<file path="src/rtl/cpu_nic_pkg.sv">
// Shared definitions for the processor-to-ring NIC: register map, status/packet bit positions.
// Register and packet bits are numbered [0:63] with bit 0 as the leftmost (most significant) bit.
package cpu_nic_pkg;

  typedef enum logic [1:0] {
    NIC_IN_BUF   = 2'd0,
    NIC_IN_STAT  = 2'd1,
    NIC_OUT_BUF  = 2'd2,
    NIC_OUT_STAT = 2'd3
  } nic_reg_e;

  localparam int NIC_STAT_BIT   = 63;
  // Packet bit 0 carries the virtual channel; bits 1 onward follow the ring packet format.
  localparam int NIC_PKT_VC_BIT = 0;

  function automatic logic [0:NIC_STAT_BIT] nic_status(input logic flag);
    logic [0:NIC_STAT_BIT] s;
    s               = '0;
    s[NIC_STAT_BIT] = flag;
    return s;
  endfunction

endpackage

</file>
<file path="src/rtl/nic_chan_buf.sv">
// One-entry channel buffer with a full flag; load takes priority over clear.
module nic_chan_buf #(
  parameter int DATA_WIDTH = 64
) (
  input  logic                  clk,
  input  logic                  rst_n,
  input  logic                  load_i,
  input  logic                  clr_i,
  input  logic [0:DATA_WIDTH-1] data_i,
  output logic [0:DATA_WIDTH-1] data_o,
  output logic                  full_o
);

  logic [0:DATA_WIDTH-1] buf_q, buf_d;
  logic                  full_q, full_d;

  always_comb begin
    buf_d  = buf_q;
    full_d = full_q;
    if (load_i) begin
      buf_d  = data_i;
      full_d = 1'b1;
    end else if (clr_i) begin
      full_d = 1'b0;
    end
  end

  always_ff @(posedge clk or negedge rst_n) begin
    if (!rst_n) begin
      buf_q  <= '0;
      full_q <= 1'b0;
    end else begin
      buf_q  <= buf_d;
      full_q <= full_d;
    end
  end

  assign data_o = buf_q;
  assign full_o = full_q;

endmodule

</file>
<file path="src/rtl/cpu_nic.sv">
// NIC between the processor data-memory port and the ring router: register decode, load data register,
// one input and one output channel buffer. Optional macro NIC_POLARITY_EN gates injection on VC polarity.
module cpu_nic
  import cpu_nic_pkg::*;
#(
  parameter int DATA_WIDTH = 64,
  parameter int ADDR_WIDTH = 2
) (
  input  logic                  clk,
  input  logic                  reset,
  input  logic [ADDR_WIDTH-1:0] addr,
  input  logic [0:DATA_WIDTH-1] d_in,
  output logic [0:DATA_WIDTH-1] d_out,
  input  logic                  nicEn,
  input  logic                  nicWrEn,
  output logic                  net_so,
  input  logic                  net_ro,
  output logic [0:DATA_WIDTH-1] net_do,
  input  logic                  net_si,
  output logic                  net_ri,
  input  logic [0:DATA_WIDTH-1] net_di,
  input  logic                  net_polarity
);

  nic_reg_e              sel;
  logic                  rd_en, wr_en;
  logic                  in_full, out_full;
  logic                  in_load, in_clr, out_load, out_clr;
  logic [0:DATA_WIDTH-1] in_buf, out_buf;
  logic [0:DATA_WIDTH-1] d_out_q, d_out_d;

  assign sel   = nic_reg_e'(addr[1:0]);
  assign rd_en = nicEn & ~nicWrEn;
  assign wr_en = nicEn & nicWrEn;

  // No bypass: an arriving packet is only accepted into an empty buffer.
  assign in_load  = net_si & ~in_full;
  assign in_clr   = rd_en & (sel == NIC_IN_BUF);
  assign out_load = wr_en & (sel == NIC_OUT_BUF) & ~out_full;
  assign out_clr  = net_so & net_ro;

  nic_chan_buf #(.DATA_WIDTH(DATA_WIDTH)) u_in_buf (
    .clk    (clk),
    .rst_n  (reset),
    .load_i (in_load),
    .clr_i  (in_clr),
    .data_i (net_di),
    .data_o (in_buf),
    .full_o (in_full)
  );

  nic_chan_buf #(.DATA_WIDTH(DATA_WIDTH)) u_out_buf (
    .clk    (clk),
    .rst_n  (reset),
    .load_i (out_load),
    .clr_i  (out_clr),
    .data_i (d_in),
    .data_o (out_buf),
    .full_o (out_full)
  );

  always_comb begin
    d_out_d = d_out_q;
    if (rd_en) begin
      unique case (sel)
        NIC_IN_BUF:   d_out_d = in_buf;
        NIC_IN_STAT:  d_out_d = nic_status(in_full);
        NIC_OUT_BUF:  d_out_d = '0;
        NIC_OUT_STAT: d_out_d = nic_status(out_full);
        default:      d_out_d = '0;
      endcase
    end
  end

  always_ff @(posedge clk or negedge reset) begin
    if (!reset) begin
      d_out_q <= '0;
    end else begin
      d_out_q <= d_out_d;
    end
  end

  assign d_out  = d_out_q;
  assign net_do = out_buf;
  assign net_ri = ~in_full;

`ifdef NIC_POLARITY_EN
  assign net_so = out_full & (out_buf[NIC_PKT_VC_BIT] == net_polarity);
`else
  logic unused_polarity;
  assign unused_polarity = net_polarity;
  assign net_so          = out_full;
`endif

endmodule

</file>
<file path="config.mk">
export PLATFORM = sky130hd
export DESIGN_NAME = cpu_nic
export DESIGN_NICKNAME = d
export VERILOG_FILES = /design/src/rtl/cpu_nic_pkg.sv /design/src/rtl/nic_chan_buf.sv /design/src/rtl/cpu_nic.sv
export SDC_FILE = /design/constraint.sdc
export NUM_CORES = 1
export LEC_CHECK = 0
export ABC_AREA = 1
export ABC_CLOCK_PERIOD_IN_PS = 1100
export BUFFER_PORTS_ARGS = -buffer_cell sky130_fd_sc_hd__buf_2
export CORE_ASPECT_RATIO = 0.5
export CORE_MARGIN = 4
export CORE_UTILIZATION = 40
export CTS_CLUSTER_SIZE = 20
export DETAILED_ROUTE_END_ITERATION = 10
export PLACE_DENSITY = 0.79
export SKIP_LAST_GASP = 1
export SLEW_MARGIN = 20
export SYNTH_ARGS = -nofsm -noshare
export SYNTH_HDL_FRONTEND = slang
export SYNTH_SLANG_ARGS = --single-unit
</file>
<file path="constraint.sdc">
create_clock -name clk -period 1.1 [get_ports clk]
set_clock_uncertainty 0.1 [all_clocks]
set_input_delay 0.11 -clock clk [delete_from_list [all_inputs] [get_ports clk]]
set_output_delay 0.11 -clock clk [all_outputs]
set_load 0.01 [all_outputs]
</file>
* After elaboration in Yosys (flattened, before gate mapping) *
Cells that the tools add are included.

operators by class
  eq/ne operators = 3
  mux-type cells = 5
  bitwise gates (word level) = 10
  reduce and logical (&&, ||, !) cells = 3

operators with widths
  operator                                             number
  one-hot mux 64 bit (4 select lines)                  1
  bitwise AND 1 bit                                    7
  equality test 2 bit, second input constant           2
  2-to-1 mux 1 bit                                     4
  nonzero test 2 bit                                   2
  NOT 1 bit                                            3
  equality test 2 x 1 -> 1 bit, second input constant  1
  zero test 2 bit                                      1

storage, ports and cells
  register bits after elaboration = 194
  output and inout bits = 130
  word-level logic and storage cells = 26

* Depth between registers and ports, before layout *
Gate-level depths: netlist of run 1.

  depth in word-level cells = 5
  gate-level depth with buffers = 7
  gate-level depth less buffers = 5

* Cells and area by module *
A second synthesis of run 1 with hierarchy kept.

unflattened totals
  cell total of the unflattened synthesis = 839
  area total of the unflattened synthesis = 7557.2 sq um

by module, submodules not included
  module        instances  cells an instance  area each (sq um)
  nic_chan_buf  2          275                2514.9
  cpu_nic       1          289                2527.4

* Least setup slack after synthesis of run 1 *
Ideal clock, no wire load.

  path kind = register to register
  start = register u_out_buf.full_q (netlist: u_out_buf.full_o)
  end = register u_out_buf.buf_q (netlist bit u_out_buf.data_o[1])
  data arrival time = 0.991 ns
  slack = -0.108 ns
  stages on the path, launching flop included = 7
  buffers on the path = 2
  path through = dfrtp_1 -> inv_1 -> nand3_1 -> buf_4 -> buf_6 -> nand2_1 -> nand2_1

on the way
  cells in the longest elaborated chain, start to end = 2

RTL lines
  element                 RTL line            text
  start, declared         nic_chan_buf.sv:15  logic full_q, full_d;
  start signal, assigned  nic_chan_buf.sv:34  full_q <= full_d;
  NOT 1 bit               cpu_nic.sv:39       assign out_load = wr_en & (sel == NIC_OUT_BUF) & ~out_full;
  bitwise AND 1 bit       cpu_nic.sv:39
  end signal, assigned    nic_chan_buf.sv:33  buf_q <= buf_d;
  end, declared           nic_chan_buf.sv:14  logic [0:DATA_WIDTH-1] buf_q, buf_d;

No other way between the ends.
A chain may end at the register's enable or synchronous reset.

* Worst setup path after layout of run 1 *
  start = register u_in_buf.full_q (netlist: u_in_buf.full_o)
  end = register u_in_buf.buf_q (netlist bit u_in_buf.data_o[30])

on the way
  cells in the longest elaborated chain, start to end = 2

RTL lines
  element                 RTL line            text
  start, declared         nic_chan_buf.sv:15
  start signal, assigned  nic_chan_buf.sv:34
  NOT 1 bit               cpu_nic.sv:37       assign in_load = net_si & ~in_full;
  bitwise AND 1 bit       cpu_nic.sv:37
  end signal, assigned    nic_chan_buf.sv:33
  end, declared           nic_chan_buf.sv:14

No other way between the ends.

==> results of run 1 <==
==> cells by family (layout without fill, tap and decap cells) <==
group,count (synthesis),after routing
simple gates,591,591
flops,194,194
buf+inv,54,592
compound gates,3,3
other cells,0,3
==> power by group <==
group / internal [mW] / switching, mW / leakage (nW) / total [mW]
Combinational: 3.99 / 4.03 / 4.48 / 8.02
Clock: 3.20 / 2.95 / 0.273 / 6.15
Sequential: 9.11 / 1.29 / 2.50 / 10.4
==> metrics by stage <==
stage               util, %  hold slack, ns  instance area, µm²  TNS, ns  worst slack, ns
finish                 70.2          0.0135               12900   -37.26           -0.301
global route           70.2          0.0427               12900   -48.31           -0.328
CTS                    65.1          0.0281               12000   -30.66           -0.222
detailed placement     50.0         -0.0529                9220    -7.53           -0.112
global placement       50.0         -0.0561                9220    -4.85          -0.0776
floorplan                 -          -0.286                7570    -2.75          -0.0467
==> repair_timing <==
action                                  CTS  global route
hold buffers                            135             0
pin swaps                                 0            10
gates cloned                             10             8
endpoints found under the hold margin   324             0
resized for setup                        36            88
setup buffers                            49            65
endpoints found under the setup margin  251           261
==> cells in the mapped netlist, drive strengths merged <==
library cell and count:
a21oi 1, buf 35, clkbuf 12, dfrtp 194, inv 7, nand2 516, nand3 68, nor2 7
o21ai 2
==> worst register-to-register path: stages, from the launching register on <==
cell and delay (ns):
dfrtp_1 0.42, inv_2 0.12, buf_6 0.18, nand2_8 0.11, buf_12 0.18, nand2_1 0.11, nand2_1 0.06
==> final timing paths <==
kind	slack (ns)	to	startpoint
hold reg to reg	0.37	u_in_buf.data_o[33]	u_in_buf.data_o[33]
min in group asynchronous	0.07	d_out[38]	reset
setup reg to reg	-0.30	u_in_buf.data_o[30]	u_in_buf.full_o
max in group asynchronous	0.30	u_in_buf.data_o[5]	reset
hold / removal	0.01	d_out[63]	addr[1]
setup / recovery	-0.30	u_in_buf.data_o[30]	u_in_buf.full_o
==> layer usage <==
| layer | track usage (%) | part of all wire [%] | up-vias |
|---|---|---|---|
| li1 | - | - | 3660 |
| met1 | 28.3 | 36 | 4045 |
| met2 | 43.8 | 50 | 494 |
| met3 | 4.25 | 6.3 | 186 |
| met4 | 14.2 | 7.0 | 0 |
| met5 | 0 | 0 | - |
==> registers in the layout (all words and copies together) (netlist names) <==
signal	flops
u_in_buf.data_o	64
u_out_buf.full_o	1
u_in_buf.full_o	1
u_out_buf.data_o	64
d_out	64
==> cell type report <==
type / instances / share of cell area (%)
Inverter: 7 / 0.203
Clock buffer: 17 / 3.29
Clock inverter: 14 / 1.11
Sequential cell: 194 / 37.5
Multi-Input combinational cell: 594 / 19.9
Timing Repair Buffer: 554 / 35.4
Antenna cell: 3 / 0.0580
Tap cell: 259 / 2.50
==> results by group, run 1 <==
Timing
  – Setup repair after global routing missed its margin: true
  – Actual slew at the worst max-slew pin: 0.330 ns
  – Final Max Slew Viols: 0
  – Min setup slack post-route: -0.301 ns
  – Number of failing setup endpoints in the final timing report: 261
  – Worst relative slew slack: 78.0%
  – Tcrit/Tclk final: 127%
  – Count of endpoints failing hold in the final timing report: 0
  – Highest clock rate: 714 MHz
  – Shortest period the worst path allows: 1.40 ns

Worst setup path
  – Critical path depth in cells: 6
  – R2r worst-path depth: 6
  – Type of destination of the critical path: register
  – Critical path buffer and inverter count: 3
  – Slowest stage delay, CP: 0.42 ns
  – Cell-by-cell listing of the critical path: inv_2, buf_6, nand2_8, buf_12, nand2_1, nand2_1
  – Type of element launching the critical path: register
  – Arrival time worst endpoint: 1.61 ns
  – Delay-heaviest family, CP: buffers and inverters
  – Most frequent CP cell: nand2_1
  – Critical path start-end classification: reg2reg
  – Worst path required time: 1.31 ns
  – Slowest CP cell: dfrtp_1
  – Worst Path Max Fanout: 31

Synth
  – Warnings from Yosys: 0
  – Largest family of logic cells by synthesized area: simple AND/OR/NAND/NOR gates
  – Fraction of the yosys area taken by sequential cells: 64.4%
  – Xor/xnor cell area share of the yosys netlist: 0%
  – Area share of the leading cell type in the synthesized netlist: 64.4%
  – Number of nets in the synthesized netlist: 979
  – Compound-Gate Fraction of Synth Area: 0.199%
  – Arithmetic-cell share of the synthesized area counting full adders, half adders and majority gates: 0%
  – Netlist cell types: 16
  – Number of instances in the synthesized netlist: 842
  – Cell type with the largest total area after synthesis: dfrtp_1
  – Fraction of the mapped netlist area in simple logic gates: 31.0%
  – Portion of netlist area occupied by mux cells: 0%
  – FF+latch count, synth: 194
  – Syn_area_per_cell: 8.95 µm²
  – Total standard cell area after synthesis: 0.00754 mm²
  – Leading cell types by total area after synthesis: dfrtp_1 64%, nand2_1 26%, nand3_1 4.4%, buf_6 1.6%, buf_2 1.1%

Worst hold path
  – Kind of path behind the tightest hold check: in2reg
  – Hold-critical path depth: 5

Run
  – Max-cap violations: 0

Detailed routing
  – Final antenna-violating net count: 0
  – Iteration-0 DRC Markers: 794
  – Vias per inst: 5.11
  – Post-DR wirelength/cell: 18.6 µm
  – Number of vias in the routed layout: 8385
  – First-pass iteration count of the detailed router: 5
  – DRC errors left: 0
  – Total length of routed wires: 30500 µm

GRT
  – Initial antenna violation count: 2
  – Wire length of the first global-routing pass: 42000 µm
  – Global router's overall resource usage: 24.7%
  – Largest net degree at the start of global routing: 57
  – Residual overflow from global routing: 0
  – Vias in the first global route: 8217

Placement
  – Post-Place Cells: 1343
  – Port Buffers: 265
  – Final HPWL DP: 13600 µm
  – Final Wtd Congestion: 0.784

Layout
  – Filler instances: 1187
  – Total area of multi-input combinational cells: 0.00257 mm²
  – Non-Filler Instances: 1642
  – Area Growth Syn to Fin: 71.6%
  – Most frequent standard cell in the layout excluding fill and tap cells: nand2_1
  – Area taken by flip-flops and latches: 0.00485 mm²
  – Layout cell share with drive strength beyond 1: 37.0%
  – Highest-count cells in the layout ignoring fill and taps: 466 x nand2_1, 231 x buf_2, 194 x dfrtp_1, 135 x dlygate4sd3_1, 114 x buf_4
  – Number of nets at the end of the flow: 1505

Power and ir drop
  – VDD IR-drop max: 0.00122 V
  – Leak Pwr: 7.25 nW
  – Power per Cell Area: 1900 mW/mm²
  – PnR Total Power: 24.6 mW

Floorplan
  – Total Die Area: 0.0212 mm²
  – Floorplan die height: 105 µm
  – Placement row count: 35
  – Core box area: 0.0184 mm²
  – Die width: 202 µm
  – Starting density of the core: 40.9%
  – Number of top-level pins: 267

Clock tree
  – Clock tree root driver cell: clkbuf_16
  – Clk Latency, worst-skew pair: 0.42 ns
  – Total number of clock tree sinks: 194
  – Longest Clk Path Bufs: 2
  – Clock slew at the register clock pins of the worst setup and hold paths: 0.09 ns
  – CTS Buf Count: 17
  – Clock tree from TritonCTS: done
  – # H-tree levels: 4

Outcome
  – Run status: complete, but fails checks
  – Failing checks: negative setup slack
(Power assumes the default switching activity.)
==> run 2: changes to the inputs <==
CTS_BUF_LIST = sky130_fd_sc_hd__clkbuf_4 sky130_fd_sc_hd__clkbuf_8   (was unset)
PLACE_DENSITY = 0.72   (was 0.79)
==> run 2 against run 1 <==
Against the previous run:
- the run still ends with negative setup slack left
- non-clock buffer count grew 1
- sequential share of layout area down 0.37 points
- setup slack lost 0.030 ns
- first-iteration DRC count shrank 42%
- sequential power about the same
- wire length is 0.49% lower
- total power decreased by 5.5%
- maximum frequency fell by 2.1%
- clock power down 25%
- critical path type unchanged
==> results by group, run 2 (synthesized netlist as in run 1, its figures left out) <==
Detailed routing
  – Total length of routed wires: 30300 µm (was 30500 µm)
  – Iteration-0 DRC Markers: 461 (was 794)
  – Vias per inst: 4.89 (was 5.11)
  – Post-DR wirelength/cell: 18.5 µm (was 18.6 µm)
  – Number of vias in the routed layout: 8034 (was 8385)
  – First-pass iteration count of the detailed router: 7 (was 5)
  – DRC errors left: 0 (unchanged)
  – Final antenna-violating net count: 0 (unchanged)

Timing
  – Min setup slack post-route: -0.331 ns (was -0.301 ns)
  – Final Max Slew Viols: 0 (unchanged)
  – Count of endpoints failing hold in the final timing report: 0 (unchanged)
  – Number of failing setup endpoints in the final timing report: 324 (was 261)
  – Setup repair after global routing missed its margin: true (unchanged)
  – Actual slew at the worst max-slew pin: 0.287 ns (was 0.330 ns)
  – Worst relative slew slack: 80.9% (was 78.0%)
  – Highest clock rate: 699 MHz (was 714 MHz)
  – Tcrit/Tclk final: 130% (was 127%)
  – Shortest period the worst path allows: 1.43 ns (was 1.40 ns)
  – Hold_ws: 0.0137 ns (was 0.0135 ns)

Worst setup path
  – Worst Path Max Fanout: 6 (was 31)
  – Critical path start-end classification: reg2reg (unchanged)
  – Slowest stage delay, CP: 0.41 ns (was 0.42 ns)
  – Critical path buffer and inverter count: 4 (was 3)
  – Type of destination of the critical path: register (unchanged)
  – Type of element launching the critical path: register (unchanged)
  – Delay-heaviest family, CP: buffers and inverters (unchanged)
  – Cell-by-cell listing of the critical path: inv_2, buf_6, nand3_4, buf_12, clkbuf_16, nand2_2, nand2_1 (was inv_2, buf_6, nand2_8, buf_12, nand2_1, nand2_1)
  – Arrival time worst endpoint: 1.67 ns (was 1.61 ns)
  – Worst path required time: 1.34 ns (was 1.31 ns)
  – Slowest CP cell: dfrtp_1 (unchanged)

Layout
  – Layout cell share with drive strength beyond 1: 40.4% (was 37.0%)
  – Area Growth Syn to Fin: 73.4% (was 71.6%)
  – Highest-count cells in the layout ignoring fill and taps: 419 x nand2_1, 224 x buf_2, 194 x dfrtp_1, 134 x dlygate4sd3_1, 114 x buf_4 (was 466 x nand2_1, 231 x buf_2, 194 x dfrtp_1, 135 x dlygate4sd3_1, 114 x buf_4)
  – Filler instances: 1253 (was 1187)
  – Most frequent standard cell in the layout excluding fill and tap cells: nand2_1 (unchanged)
  – Number of nets at the end of the flow: 1506 (was 1505)

Power and ir drop
  – Cell internal pwr: 15.3 mW (was 16.3 mW)
  – VDD IR-drop max: 0.00101 V (was 0.00122 V)
  – Sequential fraction of design power: 44.6% (was 42.3%)
  – Power share of the clock group: 19.9% (was 25.0%)
  – Combinational fraction of design power: 35.5% (was 32.7%)
  – Leak Pwr: 7.26 nW (was 7.25 nW)
  – Switch Pwr: 7.94 mW (was 8.27 mW)
  – Net switching fraction of the power: 34.2% (was 33.6%)
  – PnR Total Power: 23.2 mW (was 24.6 mW)
  – Power per Cell Area: 1780 mW/mm² (was 1900 mW/mm²)

GRT
  – Fraction of met3 tracks used by global routing: 5.33% (was 4.25%)
  – Global router's overall resource usage: 24.6% (was 24.7%)
  – GRT busiest layer: met2 (unchanged)
  – Grt met2 use: 43.1% (was 43.8%)
  – Initial antenna violation count: 2 (unchanged)
  – Vias in the first global route: 7813 (was 8217)
  – Residual overflow from global routing: 0 (unchanged)
  – Wire length of the first global-routing pass: 41600 µm (was 42000 µm)
  – Largest net degree at the start of global routing: 41 (was 57)
  – M1 GR Usage: 29.8% (was 28.3%)

Outcome
  – Failing checks: negative setup slack (unchanged)
  – Run status: complete, but fails checks (unchanged)

Run
  – Max-cap violations: 0 (unchanged)

Floorplan
  – Number of top-level pins: 267 (unchanged)
  – Die width: 202 µm (unchanged)
  – Starting density of the core: 40.9% (unchanged)
  – Placement row count: 35 (unchanged)
  – Total Die Area: 0.0212 mm² (unchanged)
  – Floorplan die height: 105 µm (unchanged)
  – Core box area: 0.0184 mm² (unchanged)

Clock tree
  – Total number of clock tree sinks: 194 (unchanged)
  – Clock tree from TritonCTS: done (unchanged)
  – Clock slew at the register clock pins of the worst setup and hold paths: 0.11 ns (was 0.09 ns)
  – Clk Latency, worst-skew pair: 0.45 ns (was 0.42 ns)
  – # H-tree levels: 4 (unchanged)
  – CTS Buf Count: 17 (unchanged)
  – Longest Clk Path Bufs: 2 (unchanged)
  – Clock tree root driver cell: clkbuf_8 (was clkbuf_16)

Placement
  – Final HPWL DP: 13700 µm (was 13600 µm)
  – Port Buffers: 265 (unchanged)
  – Final Wtd Congestion: 0.785 (was 0.784)

Worst hold path
  – Kind of path behind the tightest hold check: in2async (was in2reg)
run 2: cell count changes in the layout (fill, tap and decap cells not counted), moves of 7 or more:
| cell | previous run | this run |
|---|---|---|
| nand2_2 | 37 | 61 |
| buf_2 | 231 | 224 |
| buf_6 | 41 | 49 |
| nand2_4 | 12 | 36 |
| nand2_1 | 466 | 419 |
| clkbuf_16 | 22 | 6 |
| clkbuf_8 | 1 | 19 |
run 2: worst paths after layout:
path / from / endpoint / slack, ns / cells past startpoint
worst max-delay path: u_out_buf.full_o / u_out_buf.data_o[44] / -0.33 / 7
worst max register to register: u_out_buf.full_o / u_out_buf.data_o[44] / -0.33 / 7
min in group clk: nicWrEn / d_out[63] / 0.04 / 5
worst min-delay path: reset / u_in_buf.data_o[40] / 0.01 / 2
worst min register to register: u_in_buf.data_o[9] / d_out[9] / 0.38 / 2
max in group asynchronous: reset / u_in_buf.data_o[4] / 0.34 / 3
run 2: power groups by stage:
stage	clock, mW	combinational [mW]	sequential [mW]
after floorplan	0	2.39	10.5
after global placement	0	4.74	10.2
after detailed placement	0	4.89	10.3
after CTS	4.75	6.76	10.2
after global routing	5.06	8.92	10.5
final	4.63	8.25	10.3
run 2: area by class of cell:
class,instances,area (µm²),area share (%)
Clock inverter,12,121,0.928
Sequential cell,194,4850,37.1
Inverter,7,26.3,0.201
Antenna cell,2,5.00,0.0383
Clock buffer,20,263,2.01
Tap cell,259,324,2.48
Multi-Input combinational cell,594,2800,21.4
Timing Repair Buffer,555,4680,35.8
run 2: through the flow:
stage | util [%] | cell area [µm²] | TNS, ns | cells | setup WS, ns
2_1_floorplan | - | 7570 | -2.75 | 842 | -0.0467
3_3_place_gp | 50.1 | 9250 | -5.18 | 1345 | -0.0906
3_5_place_dp | 50.1 | 9250 | -8.67 | 1345 | -0.136
4_1_cts | 65.3 | 12000 | -45.66 | 1578 | -0.309
5_1_grt | 70.9 | 13100 | -64.87 | 1643 | -0.379
6_report | 70.9 | 13100 | -48.20 | 1643 | -0.331
run 2: repair_timing:
action,CTS,global route
pin swaps,5,11
cloned,13,6
endpoints found under the setup margin,260,324
resized for setup,76,124
hold endpoints to repair,324,1
setup buffers,54,59
hold buffers,134,1
run 2: layer usage:
layer | wire, µm | vias up
li1 | - | 3636
met1 | 11800 | 3902
met2 | 15200 | 386
met3 | 2020 | 110
met4 | 1320 | 0
met5 | 0 | -
==> run 3: changes to the inputs <==
BUFFER_PORTS_ARGS = unset   (was -buffer_cell sky130_fd_sc_hd__buf_2)
CORE_UTILIZATION = 35   (was 40)
DONT_BUFFER_PORTS = 1   (was unset)
PLACE_DENSITY = 0.54   (was 0.72)
==> run 3 against run 2 <==
Against the previous run:
- register-to-register slack barely moved
- final cell count fell by 21%
- via count fell by 22%
- maximum frequency rose by 1.0%
- combinational power fell by 42%
- die area rose by 13%
- largest cell class unchanged
- non-clock buffer count fell by 364
- the flow finishes with violations (negative hold slack, negative setup slack)
- total power fell by 12%
- critical endpoint is now u_out_buf.data_o[36]
- largest power group unchanged
- flip-flop and latch count did not move
==> results by group, run 3 (synthesized netlist as in run 1, its figures left out) <==
Outcome
  – Run status: complete, but fails checks (unchanged)
  – Failing checks: negative hold slack, negative setup slack (was negative setup slack)

Worst setup path
  – Critical path start-end classification: reg2reg (unchanged)
  – Type of destination of the critical path: register (unchanged)
  – Arrival time worst endpoint: 1.71 ns (was 1.67 ns)
  – Cell-by-cell listing of the critical path: inv_2, buf_6, nand3_4, buf_12, buf_12, buf_16, nand2_1, nand2_1 (was inv_2, buf_6, nand3_4, buf_12, clkbuf_16, nand2_2, nand2_1)
  – Type of element launching the critical path: register (unchanged)
  – Startpoint of the lowest-slack register-to-register path: u_out_buf.full_o (unchanged)
  – Reg-to-Reg End: u_out_buf.data_o[36] (was u_out_buf.data_o[44])
  – Worst Path Max Fanout: 7 (was 6)
  – R2r worst-path depth: 8 (was 7)
  – Slowest CP cell: dfrtp_1 (unchanged)
  – Worst path required time: 1.40 ns (was 1.34 ns)
  – Slowest stage delay, CP: 0.40 ns (was 0.41 ns)
  – Reg2reg setup slack: -0.32 ns (was -0.33 ns)

Clock tree
  – Clock tree from TritonCTS: done (unchanged)
  – Total number of clock tree sinks: 194 (unchanged)
  – Clock tree root driver cell: clkbuf_8 (unchanged)
  – Clk Latency, worst-skew pair: 0.50 ns (was 0.45 ns)
  – # H-tree levels: 4 (unchanged)
  – CTS Buf Count: 17 (unchanged)
  – Longest Clk Path Bufs: 2 (unchanged)
  – Clock slew at the register clock pins of the worst setup and hold paths: 0.09 ns (was 0.11 ns)

Timing
  – Actual slew at the worst max-slew pin: 0.322 ns (was 0.287 ns)
  – Min setup slack post-route: -0.317 ns (was -0.331 ns)
  – Highest clock rate: 706 MHz (was 699 MHz)
  – Shortest period the worst path allows: 1.42 ns (was 1.43 ns)
  – Final Max Slew Viols: 0 (unchanged)
  – Hold_ws: -0.794 ns (was 0.0137 ns)
  – Setup TNS Final: -33.37 ns (was -48.20 ns)
  – Tcrit/Tclk final: 129% (was 130%)
  – Number of failing setup endpoints in the final timing report: 259 (was 324)
  – Count of endpoints failing hold in the final timing report: 259 (was 0)
  – Setup repair after global routing missed its margin: true (unchanged)
  – Worst relative slew slack: 78.5% (was 80.9%)

Power and ir drop
  – Power per Cell Area: 1890 mW/mm² (was 1780 mW/mm²)
  – VDD IR-drop max: 0.000940 V (was 0.00101 V)
  – PnR Total Power: 20.5 mW (was 23.2 mW)
  – Leak Pwr: 5.73 nW (was 7.26 nW)

Placement
  – Post-Place Cells: 1086 (was 1345)
  – Final HPWL DP: 12100 µm (was 13700 µm)
  – Port Buffers: 0 (was 265)
  – Post-Place Cell Area: 0.00786 mm² (was 0.00925 mm²)
  – Final Wtd Congestion: 0.784 (was 0.785)
  – Placement Setup Slack: -0.107 ns (was -0.136 ns)

GRT
  – Wire length of the first global-routing pass: 36100 µm (was 41600 µm)
  – Largest net degree at the start of global routing: 195 (was 41)
  – Residual overflow from global routing: 0 (unchanged)
  – Global router's overall resource usage: 19.2% (was 24.6%)
  – Vias in the first global route: 6395 (was 7813)
  – Initial antenna violation count: 0 (was 2)

Floorplan
  – Die width: 216 µm (was 202 µm)
  – Core box area: 0.0208 mm² (was 0.0184 mm²)
  – Number of top-level pins: 267 (unchanged)
  – Total Die Area: 0.0241 mm² (was 0.0212 mm²)
  – Placement row count: 37 (was 35)
  – Starting density of the core: 36.2% (was 40.9%)
  – Floorplan die height: 112 µm (was 105 µm)

Detailed routing
  – Vias per inst: 4.83 (was 4.89)
  – DRC errors left: 0 (unchanged)
  – Final antenna-violating net count: 0 (unchanged)
  – Detailed route wirelength on metal3: 1380 µm (was 2020 µm)
  – Total length of routed wires: 24200 µm (was 30300 µm)
  – Max layer used: met4 (unchanged)
  – Wl on met1: 10000 µm (was 11800 µm)
  – Number of vias in the routed layout: 6233 (was 8034)
  – Post-DR wirelength/cell: 18.7 µm (was 18.5 µm)
  – Sum of met2 wire segment lengths after detailed routing: 12300 µm (was 15200 µm)
  – Iteration-0 DRC Markers: 445 (was 461)
  – First-pass iteration count of the detailed router: 4 (was 7)

Run
  – Max-cap violations: 0 (unchanged)

Layout
  – Area of all placed cells without fillers: 0.0108 mm² (was 0.0131 mm²)
  – Area Growth Syn to Fin: 43.3% (was 73.4%)
  – Number of nets at the end of the flow: 1142 (was 1506)
  – Total area of multi-input combinational cells: 0.00275 mm² (was 0.00280 mm²)
  – Filler instances: 1853 (was 1253)
  – Non-Filler Instances: 1290 (was 1643)
  – Highest-count cells in the layout ignoring fill and taps: 426 x nand2_1, 182 x dfrtp_1, 131 x dlygate4sd3_1, 66 x nand3_1, 60 x nand2_2 (was 419 x nand2_1, 224 x buf_2, 194 x dfrtp_1, 134 x dlygate4sd3_1, 114 x buf_4)
  – Area taken by flip-flops and latches: 0.00487 mm² (was 0.00485 mm²)
  – Final cell utilization of the core: 51.9% (was 70.9%)
  – Layout cell share with drive strength beyond 1: 19.6% (was 40.4%)
  – Number of inserted diodes: 0 (was 2)
  – Most frequent standard cell in the layout excluding fill and tap cells: nand2_1 (unchanged)

Worst hold path
  – Kind of path behind the tightest hold check: in2async (unchanged)
-- run 3: cell types whose count changed in the layout (fill, tap and decap cells not counted), sizes merged, moves of 2 or more --
cell and change:
diode -2, inv -6, clkbuf +6, dlygate4sd3 -3, buf -364, clkinvlp -3, dlymetal6s4s +4
-- run 3: per-layer routing --
layer  vias up  GRT usage [%]
li1       2923              -
met1      3105           23.3
met2       175           32.7
met3        30           5.94
met4         0           6.26
met5         -              0
-- run 3: worst max-delay path, delay by kind of cell, from the launching register on --
family,cells,cell delay (ns)
and+or+nand+nor,3,0.22
buffers and inverters,5,0.59
DFF,1,0.40
-- run 3: repair_timing --
item / CTS / global route
hold buffers: 133 / 2
pin swaps: 12 / 44
setup endpoints to repair: 259 / 317
buffers inserted: 20 / 4
gates cloned: 14 / 7
endpoints found under the hold margin: 388 / 260
gates resized for setup: 49 / 125
-- run 3: layout make-up --
| cell class | count | area share, % |
|---|---|---|
| well taps | 273 | 3.16 |
| clock buffers | 26 | 3.02 |
| clock inverters | 5 | 0.695 |
| multi-input cells | 594 | 25.4 |
| repair buffers | 191 | 22.4 |
| flip-flops and latches | 194 | 45.1 |
| inverters | 7 | 0.243 |
-- run 3: worst max-delay path by stage --
stage / from / to / slack (ns) / depth (start not counted)
floorplan: u_out_buf.full_o / u_out_buf.data_o[1] / -0.05 / 6
global placement: u_out_buf.full_o / u_out_buf.data_o[14] / -0.08 / 6
detailed placement: u_out_buf.full_o / u_out_buf.data_o[14] / -0.11 / 6
CTS: u_in_buf.full_o / net_ri / -0.33 / 3
global route: u_out_buf.full_o / u_out_buf.data_o[36] / -0.38 / 8
finish: u_out_buf.full_o / u_out_buf.data_o[36] / -0.32 / 8
-- run 3: report_power, final --
group          internal (mW)  total (mW)  leakage (nW)  switching, mW
Sequential              9.12        10.9          2.48           1.78
Combinational           2.43        4.80          3.03           2.37
Clock                   2.37        4.76         0.214           2.40
